`src/rtl/hazard_controller_pkg.sv`:
```
// rtl/hazard_controller_pkg.sv - shared encodings for the pipeline hazard controller
package hazard_controller_pkg;

    localparam logic [1:0] FWD_RF      = 2'b00;
    localparam logic [1:0] FWD_W       = 2'b01;
    localparam logic [1:0] FWD_M       = 2'b10;
    localparam logic [1:0] RESULT_LOAD = 2'b01;

    typedef enum logic [1:0] {
        MC_IDLE = 2'b00,
        MC_BUSY = 2'b01,
        MC_DONE = 2'b10
    } mc_state_t;

endpackage

```
`src/rtl/mc_sequencer.sv`:
```
// rtl/mc_sequencer.sv - launch/wait/complete sequencing for the multi-cycle execute unit
module mc_sequencer
    import hazard_controller_pkg::*;
#(
    parameter int MC_TIMEOUT = 64
) (
    input  logic clk,
    input  logic rst,
    input  logic multi_cycle,
    input  logic pc_src,
    input  logic mc_done,
    output logic mc_stall,
    output logic hazard_en,
    output logic mc_start,
    output logic mc_timeout
);

    localparam int CW = $clog2(MC_TIMEOUT + 1);
    localparam logic [CW-1:0] CNT_LAST = CW'(MC_TIMEOUT - 1);

    mc_state_t     state;
    logic [CW-1:0] cnt;
    logic          launch;
    logic          expire;

    // A taken branch kills the instruction in E, so it must not launch the unit.
    assign launch = (state == MC_IDLE) && multi_cycle && !pc_src;
    assign expire = (state == MC_BUSY) && (cnt == CNT_LAST);

    // The launch cycle already freezes the front end so the instruction stays in E.
    assign mc_stall  = launch || (state == MC_BUSY);
    assign hazard_en = (state == MC_IDLE) || (state == MC_DONE);

    always_ff @(posedge clk) begin
        if (rst) begin
            state      <= MC_IDLE;
            cnt        <= '0;
            mc_start   <= 1'b0;
            mc_timeout <= 1'b0;
        end else begin
            mc_start <= 1'b0;
            case (state)
                MC_IDLE: begin
                    if (launch) begin
                        state    <= MC_BUSY;
                        cnt      <= '0;
                        mc_start <= 1'b1;
                    end
                end
                MC_BUSY: begin
                    cnt <= cnt + CW'(1);
                    if (expire) begin
                        mc_timeout <= 1'b1;
                    end
                    if (mc_done || expire) begin
                        state <= MC_DONE;
                    end
                end
                MC_DONE: begin
                    state <= MC_IDLE;
                end
                default: begin
                    state <= MC_IDLE;
                end
            endcase
        end
    end

endmodule

```
`src/rtl/hazard_controller.sv`:
```
// rtl/hazard_controller.sv - forwarding, load-use stall, branch flush and multi-cycle freeze control
module hazard_controller
    import hazard_controller_pkg::*;
#(
    parameter int MC_TIMEOUT = 64,
    parameter int REG_AW     = 5
) (
    input  logic              clk,
    input  logic              rst,
    input  logic [REG_AW-1:0] Rs1_D,
    input  logic [REG_AW-1:0] Rs2_D,
    input  logic [REG_AW-1:0] Rs1_E,
    input  logic [REG_AW-1:0] Rs2_E,
    input  logic [REG_AW-1:0] RD_E,
    input  logic [REG_AW-1:0] RD_M,
    input  logic [REG_AW-1:0] RD_W,
    input  logic              RegWrite_M,
    input  logic              RegWrite_W,
    input  logic [1:0]        ResultSrc_E,
    input  logic              PCSrc_E,
    input  logic              MultiCycle_E,
    input  logic              MC_Done,
    output logic [1:0]        ForwardA_E,
    output logic [1:0]        ForwardB_E,
    output logic              Stall_F,
    output logic              Stall_D,
    output logic              Stall_E,
    output logic              Flush_D,
    output logic              Flush_E,
    output logic              Bubble_M,
    output logic              MC_Start,
    output logic              MC_Timeout
);

    logic [1:0] fwd_a;
    logic [1:0] fwd_b;
    logic       mc_stall;
    logic       hazard_en;
    logic       mc_start_q;
    logic       mc_timeout_q;
    logic       load_use;
    logic       branch;

    mc_sequencer #(
        .MC_TIMEOUT(MC_TIMEOUT)
    ) u_mc_sequencer (
        .clk        (clk),
        .rst        (rst),
        .multi_cycle(MultiCycle_E),
        .pc_src     (PCSrc_E),
        .mc_done    (MC_Done),
        .mc_stall   (mc_stall),
        .hazard_en  (hazard_en),
        .mc_start   (mc_start_q),
        .mc_timeout (mc_timeout_q)
    );

    // The memory stage holds the younger result, so it wins over writeback.
    always_comb begin
        fwd_a = FWD_RF;
        if (RegWrite_M && (RD_M != '0) && (RD_M == Rs1_E)) begin
            fwd_a = FWD_M;
        end else if (RegWrite_W && (RD_W != '0) && (RD_W == Rs1_E)) begin
            fwd_a = FWD_W;
        end
    end

    always_comb begin
        fwd_b = FWD_RF;
        if (RegWrite_M && (RD_M != '0) && (RD_M == Rs2_E)) begin
            fwd_b = FWD_M;
        end else if (RegWrite_W && (RD_W != '0) && (RD_W == Rs2_E)) begin
            fwd_b = FWD_W;
        end
    end

    assign load_use = hazard_en && (ResultSrc_E == RESULT_LOAD) && (RD_E != '0) &&
                      ((RD_E == Rs1_D) || (RD_E == Rs2_D));

    // While E is frozen for the multi-cycle unit it must never be cleared as well.
    assign branch = PCSrc_E && !mc_stall;

    always_comb begin
        ForwardA_E = FWD_RF;
        ForwardB_E = FWD_RF;
        Stall_F    = 1'b0;
        Stall_D    = 1'b0;
        Stall_E    = 1'b0;
        Flush_D    = 1'b0;
        Flush_E    = 1'b0;
        Bubble_M   = 1'b0;
        MC_Start   = 1'b0;
        MC_Timeout = 1'b0;
        if (!rst) begin
            ForwardA_E = fwd_a;
            ForwardB_E = fwd_b;
            Stall_F    = mc_stall || (load_use && !branch);
            Stall_D    = mc_stall || (load_use && !branch);
            Stall_E    = mc_stall;
            Flush_D    = branch;
            Flush_E    = branch || (load_use && !mc_stall);
            Bubble_M   = mc_stall;
            MC_Start   = mc_start_q;
            MC_Timeout = mc_timeout_q;
        end
    end

endmodule

```
`config.mk`:
```
export PLATFORM = sky130hd
export DESIGN_NAME = hazard_controller
export DESIGN_NICKNAME = d
export VERILOG_FILES = /design/src/rtl/hazard_controller_pkg.sv /design/src/rtl/mc_sequencer.sv /design/src/rtl/hazard_controller.sv
export SDC_FILE = /design/constraint.sdc
export NUM_CORES = 1
export LEC_CHECK = 0
export BUFFER_PORTS_ARGS = -buffer_cell sky130_fd_sc_hd__clkbuf_2
export CAP_MARGIN = 20
export CORE_UTILIZATION = 39
export DETAILED_ROUTE_END_ITERATION = 16
export HOLD_SLACK_MARGIN = 0.02
export PLACE_DENSITY = 0.76
export SYNTH_ARGS = -nofsm -noshare
export SYNTH_HDL_FRONTEND = slang
export SYNTH_SLANG_ARGS = --single-unit
```
`constraint.sdc`:
```
create_clock -name clk -period 1.4 [get_ports clk]
set_input_delay 0.14 -clock clk [delete_from_list [all_inputs] [get_ports clk]]
set_output_delay 0.14 -clock clk [all_outputs]
set_load 0.1 [all_outputs]
```
[Word-level counts from Yosys, hierarchy flattened]
Cells that the tools add are included.
Word-level totals
  register bits after elaboration: 11
  input bits: 44
  output and inout port bits: 12
  logic and storage cells: 69
Cells by class
  add/subtract/negate cells: 1
  equal/unequal tests: 12
  multiplexer cells: 18
  bitwise logic cells: 1
  reduce and logical (&&, ||, !) cells: 33
Operators with widths (count)
  $eq A5 B5 Y1: 6
  $logic_and A1 B1 Y1: 15
  $reduce_bool A5 Y1: 3
  $pmux W7 S2: 1
  $mux W2: 6
  $mux W1: 9
  $add A7 B1 Y7 const B: 1
  $eq A7 B6 Y1 const B: 1
  $mux W7: 1
  $logic_or A1 B1 Y1: 6
  $reduce_and A2 Y1: 3
  $eq A2 B1 Y1 const B: 2
  $pmux W2 S2: 1
  $logic_not A1 Y1: 3
  $eq A2 B2 Y1 const B: 1
  $logic_not A2 Y1: 1
  $ne A2 B1 Y1 const B: 1
  $ne A2 B2 Y1 const B: 1
  $reduce_bool A2 Y1: 1
  $reduce_or A2 Y1: 1
  $not A1 Y1: 1

[Longest topological paths before layout]
  depth after elaboration: 10
  depth in mapped cells: 5
  gate-level depth less buffers: 5

[Modules after synthesis]
From an unflattened synthesis, not the netlist that was laid out.
Unflattened totals
  cell total of the unflattened synthesis: 121
  area, all modules: 962.2 sq um
Modules (own cells, without submodules)
  hazard_controller: instances 1, cells each 66, area an instance 490.5 sq um, seq. area each 0.0 sq um
  mc_sequencer: instances 1, cells each 55, area an instance 471.7 sq um, seq. area each 220.2 sq um

[Worst setup path before layout]
OpenSTA, ideal clock, no wires.
  path type: reg2out
  start point: register u_mc_sequencer.state[0]
  end point: output Flush_E
  data arrival time: 3.711 ns
  required time: 1.260 ns
  setup slack: -2.451 ns
  stages on the path, launching flop included: 4
  cell sequence: dfxtp_1 nor2b_1 nor3b_1 o21bai_1
Between the ends
  cells in the longest elaborated chain, start to end: 8
RTL lines
  from (decl): RTL line mc_sequencer.sv:21  | mc_state_t state;
  from (signal assigned): RTL line mc_sequencer.sv:36  | state <= MC_IDLE;
  from (signal assigned): RTL line mc_sequencer.sv:45  | state <= MC_BUSY;
  from (signal assigned): RTL line mc_sequencer.sv:56  | state <= MC_DONE;
  $eq A2 B2 Y1 or $logic_not A2 Y1 (tied branches): RTL line mc_sequencer.sv:32, mc_sequencer.sv:27
  $logic_or A1 B1 Y1 or $logic_and A1 B1 Y1 (tied branches): RTL line mc_sequencer.sv:32, mc_sequencer.sv:27
  $logic_and A1 B1 Y1, on equally long branches: RTL line hazard_controller.sv:77, mc_sequencer.sv:27
  $logic_and A1 B1 Y1 or $logic_or A1 B1 Y1 (tied branches): RTL line hazard_controller.sv:77, mc_sequencer.sv:31
  $logic_and A1 B1 Y1 or $logic_not A1 Y1 (tied branches): RTL line hazard_controller.sv:77, hazard_controller.sv:81, hazard_controller.sv:101
  $logic_and A1 B1 Y1, on equally long branches: RTL line hazard_controller.sv:101, hazard_controller.sv:81
  $logic_or A1 B1 Y1 (*): RTL line hazard_controller.sv:101  | Flush_E = branch || (load_use && !mc_stall);
  $mux W1 (*): RTL line hazard_controller.sv:94  | if (!rst) begin
  to (decl): RTL line hazard_controller.sv:29  | output logic Flush_E,
Mark *: on every way between the ends. The rest lies on a longest branch, timed or not.

[Final worst setup path]
  start point: register u_mc_sequencer.state[1]
  end point: output Stall_F
Between the ends
  cells in the longest elaborated chain, start to end: 10
RTL lines
  $logic_not A2 Y1: RTL line mc_sequencer.sv:27, mc_sequencer.sv:32
  $logic_and A1 B1 Y1 (2 in series): RTL line mc_sequencer.sv:27  | assign launch = (state == MC_IDLE) && multi_cycle && !pc_src;
  $logic_or A1 B1 Y1: RTL line mc_sequencer.sv:31  | assign mc_stall = launch || (state == MC_BUSY);
  $logic_not A1 Y1: RTL line hazard_controller.sv:81  | assign branch = PCSrc_E && !mc_stall;
  $logic_and A1 B1 Y1: RTL line hazard_controller.sv:81
  $logic_not A1 Y1: RTL line hazard_controller.sv:97  | Stall_F = mc_stall || (load_use && !branch);
  $logic_and A1 B1 Y1: RTL line hazard_controller.sv:97
  $logic_or A1 B1 Y1 (*): RTL line hazard_controller.sv:97
  $mux W1 (*): RTL line hazard_controller.sv:94
  to (decl): RTL line hazard_controller.sv:25  | output logic Stall_F,
Marked as above.

==> results.cfg <==
[logic_synthesis]
yosys.area.top_type = dfxtp_1
synth_nets = 167
synth.most_common_cell = xor2_1
avgSynthCellArea_um2 = 7.83
synth_flop_cell = dfxtp_1
synth_cell_types = 36
synth_seq_cells = 11
synthArstFlopShare_pct = 0
ys_seq_area_share_pct = 23.1
ys_top_cells_by_count = 20 x xor2_1, 15 x nor2_1, 11 x dfxtp_1
synth.area.top_cells = dfxtp_1 23%, xor2_1 18%, xnor2_1 9.2%, nor2_1 5.9%, or4_1 3.9%
synth.top_cell.area_share_pct = 23.1
ys_warn_count = 0
synthCells = 122
synth_edf_count = 0
synth_area_um2 = 955

[global_routing]
grt_max_degree = 20
grt_usage_pct = 30.3
grt_pass1_vias = 1285
grt_pass1_wl_um = 5850
antenna_found_initial = 0
grt.overflow.total = 0

[sta]
hold_viol_final = 0
final.setup_skew_ns = 0.000597
min_period_ns = 1.86
worst_slew_pin_slew_ns = 0.348
slew_viol_final = 0
setup_ws_ns = -0.455
maxSlewHeadroom_pct = 76.7
setup-violations-final = 18
max_freq_ghz = 0.539
rsz0062_at_grt = yes
period_share_pct = 133

[worst_setup_path]
r2r_slack_ns = -0.21
crit_arrival_ns = 1.72
worstSetupPathType = flip-flop to output port
crit_cells = 4
r2r_end = u_mc_sequencer.cnt[4]
path_cells = or4b_4 > and2_4 > o32ai_4 > buf_12
r2r_cells = 6
crit_path_end = Stall_F
critical-path-max-stage-delay_ns = 0.51
critPathBufInv = 1
crit_start = u_mc_sequencer.state[1]
end_kind = output port
start_kind = flip-flop
critPathMaxFanout = 3
path_delay_family = simple AND/OR/NAND/NOR gates
r2r-start = u_mc_sequencer.state[1]
cp.required_ns = 1.26
critPathSlowestCell = or4b_4

[clock_network]
htree_levels = 1
cts_root_buffer = clkbuf_4
path_clk_slew_ns = 0.07
clockBufferDepth = 2
cts.hold.buffers_added = 0
insertion_delay_ns = 0.29
tritoncts = built
clock-sinks = 11
cts_buffers = 3

[place]
dp_slack_ns = -0.369
io_buffers = 55
place_congestion = 0.758
place_hpwl_um = 2800

[hold_path]
hold_path.class = input pin to flip-flop
worstHoldStart = MC_Done

[floorplanning]
core_area_um2 = 2250
start_util_pct = 42.3
io_pins = 56
die_area_um2 = 2650
die_h_um = 51.5
num_rows = 17
die_w_um = 51.5

[finish]
drive_gt1_share_pct = 65.1
fill_cells = 87
regArea_um2 = 224
nets = 255
multiInputGateArea_um2 = 1000
antenna_cells = 0
synthToLayoutAreaGrowth_pct = 114

[route]
viasPerCell = 5.55
vias = 1315
remaining_drc_errors = 0
drt_pass1_iterations = 4
ant_nets = 0
top_layer = met4
route.met3.wl_um = 305
route.detailed.wl_per_inst_um = 18.8
wl_met1_um = 1550
drtIter0Drc = 53
routed_wirelength_um = 4450
wl_met2_um = 2360

[power]
finalPower_uw = 1190
powerDensity_nw_per_um2 = 583
vdd_drop_max_v = 0.000591
leakagePower_uw = 0.000875

[status]
outcome = complete, but fails checks
violations = negative setup slack

[run]
maxCapViolCount = 0
[worst min-delay path by stage]
| stage | slack (ns) | cells past startpoint | to |
|---|---|---|---|
| floorplan | 0.26 | 1 | u_mc_sequencer.state[1] |
| global placement | 0.38 | 2 | u_mc_sequencer.state[1] |
| detailed placement | 0.38 | 2 | u_mc_sequencer.state[1] |
| CTS | 0.11 | 2 | u_mc_sequencer.state[1] |
| global route | 0.13 | 2 | u_mc_sequencer.state[1] |
| finish | 0.11 | 2 | u_mc_sequencer.state[1] |
[cells by family after synthesis]
logic type	Yosys count	share of synthesized area [%]
mux	1	1.18
flops	11	23.1
buf+inv	7	3.54
fa+ha+maj	1	1.31
simple gates	54	32.2
compound gates	18	11.1
xor+xnor	30	27.5
[per-layer routing]
layer | global-route usage, % | up-vias
met5 | 0 | -
met4 | 11.3 | 0
met3 | 7.74 | 29
met2 | 55.8 | 78
met1 | 32.7 | 604
li1 | - | 604
[area by class of cell]
type	instances	area share, %
Tap cell	28	1.72
Sequential cell	11	11.0
Multi-Input combinational cell	104	49.1
Timing Repair Buffer	89	36.7
Clock buffer	4	1.29
Inverter	1	0.184
[sequential cells by signal, summed over array words and instances (netlist names)]
register / flops
u_mc_sequencer.mc_timeout: 1
u_mc_sequencer.mc_start: 1
u_mc_sequencer.cnt: 7
u_mc_sequencer.state: 2
[metrics by stage]
stage                     util (%)  setup TNS [ns]  area (um^2)  hold slack [ns]  instances
final                         90.6           -4.38         2040            0.110        237
after global routing          90.6           -5.07         2040            0.130        237
after CTS                     86.5           -3.75         1950            0.107        233
after detailed placement      82.1           -2.65         1850            0.384        226
after global placement        82.1           -1.76         1850            0.375        226
after floorplan                  -           -4.95         1220            0.264        122
[power breakdown]
| group | switching, uW | total, uW | internal, uW |
|---|---|---|---|
| Combinational | 343 | 629 | 286 |
| Clock | 127 | 238 | 111 |
| Sequential | 5.17 | 324 | 319 |
| Total | 474 | 1190 | 716 |
[worst register-to-register path, delay by kind of cell, from the launching register on]
family	cells	cell delay [ns]
AOI/OAI and AO/OA	2	0.22
buffers and inverters	2	0.25
DFF	1	0.33
and+or+nand+nor	2	0.69
[repair_timing]
action                     in CTS  in global routing
setup buffers                   4                  5
setup endpoints to repair      16                 18
pin swaps                       9                 14
cloned                          0                  0
resized for setup              14                 16
[cell usage in the layout, fill, tap and decap left out, types with 4 or more instances in the layout]
cell / instances
clkbuf_2: 39
buf_4: 27
xor2_1: 19
nor2_1: 13
buf_12: 12
buf_6: 9
dfxtp_1: 8
nand2_1: 6
xnor2_1: 4
xnor2_4: 4
nor4_4: 4
a21oi_2: 4
(Power assumes the default switching activity.)
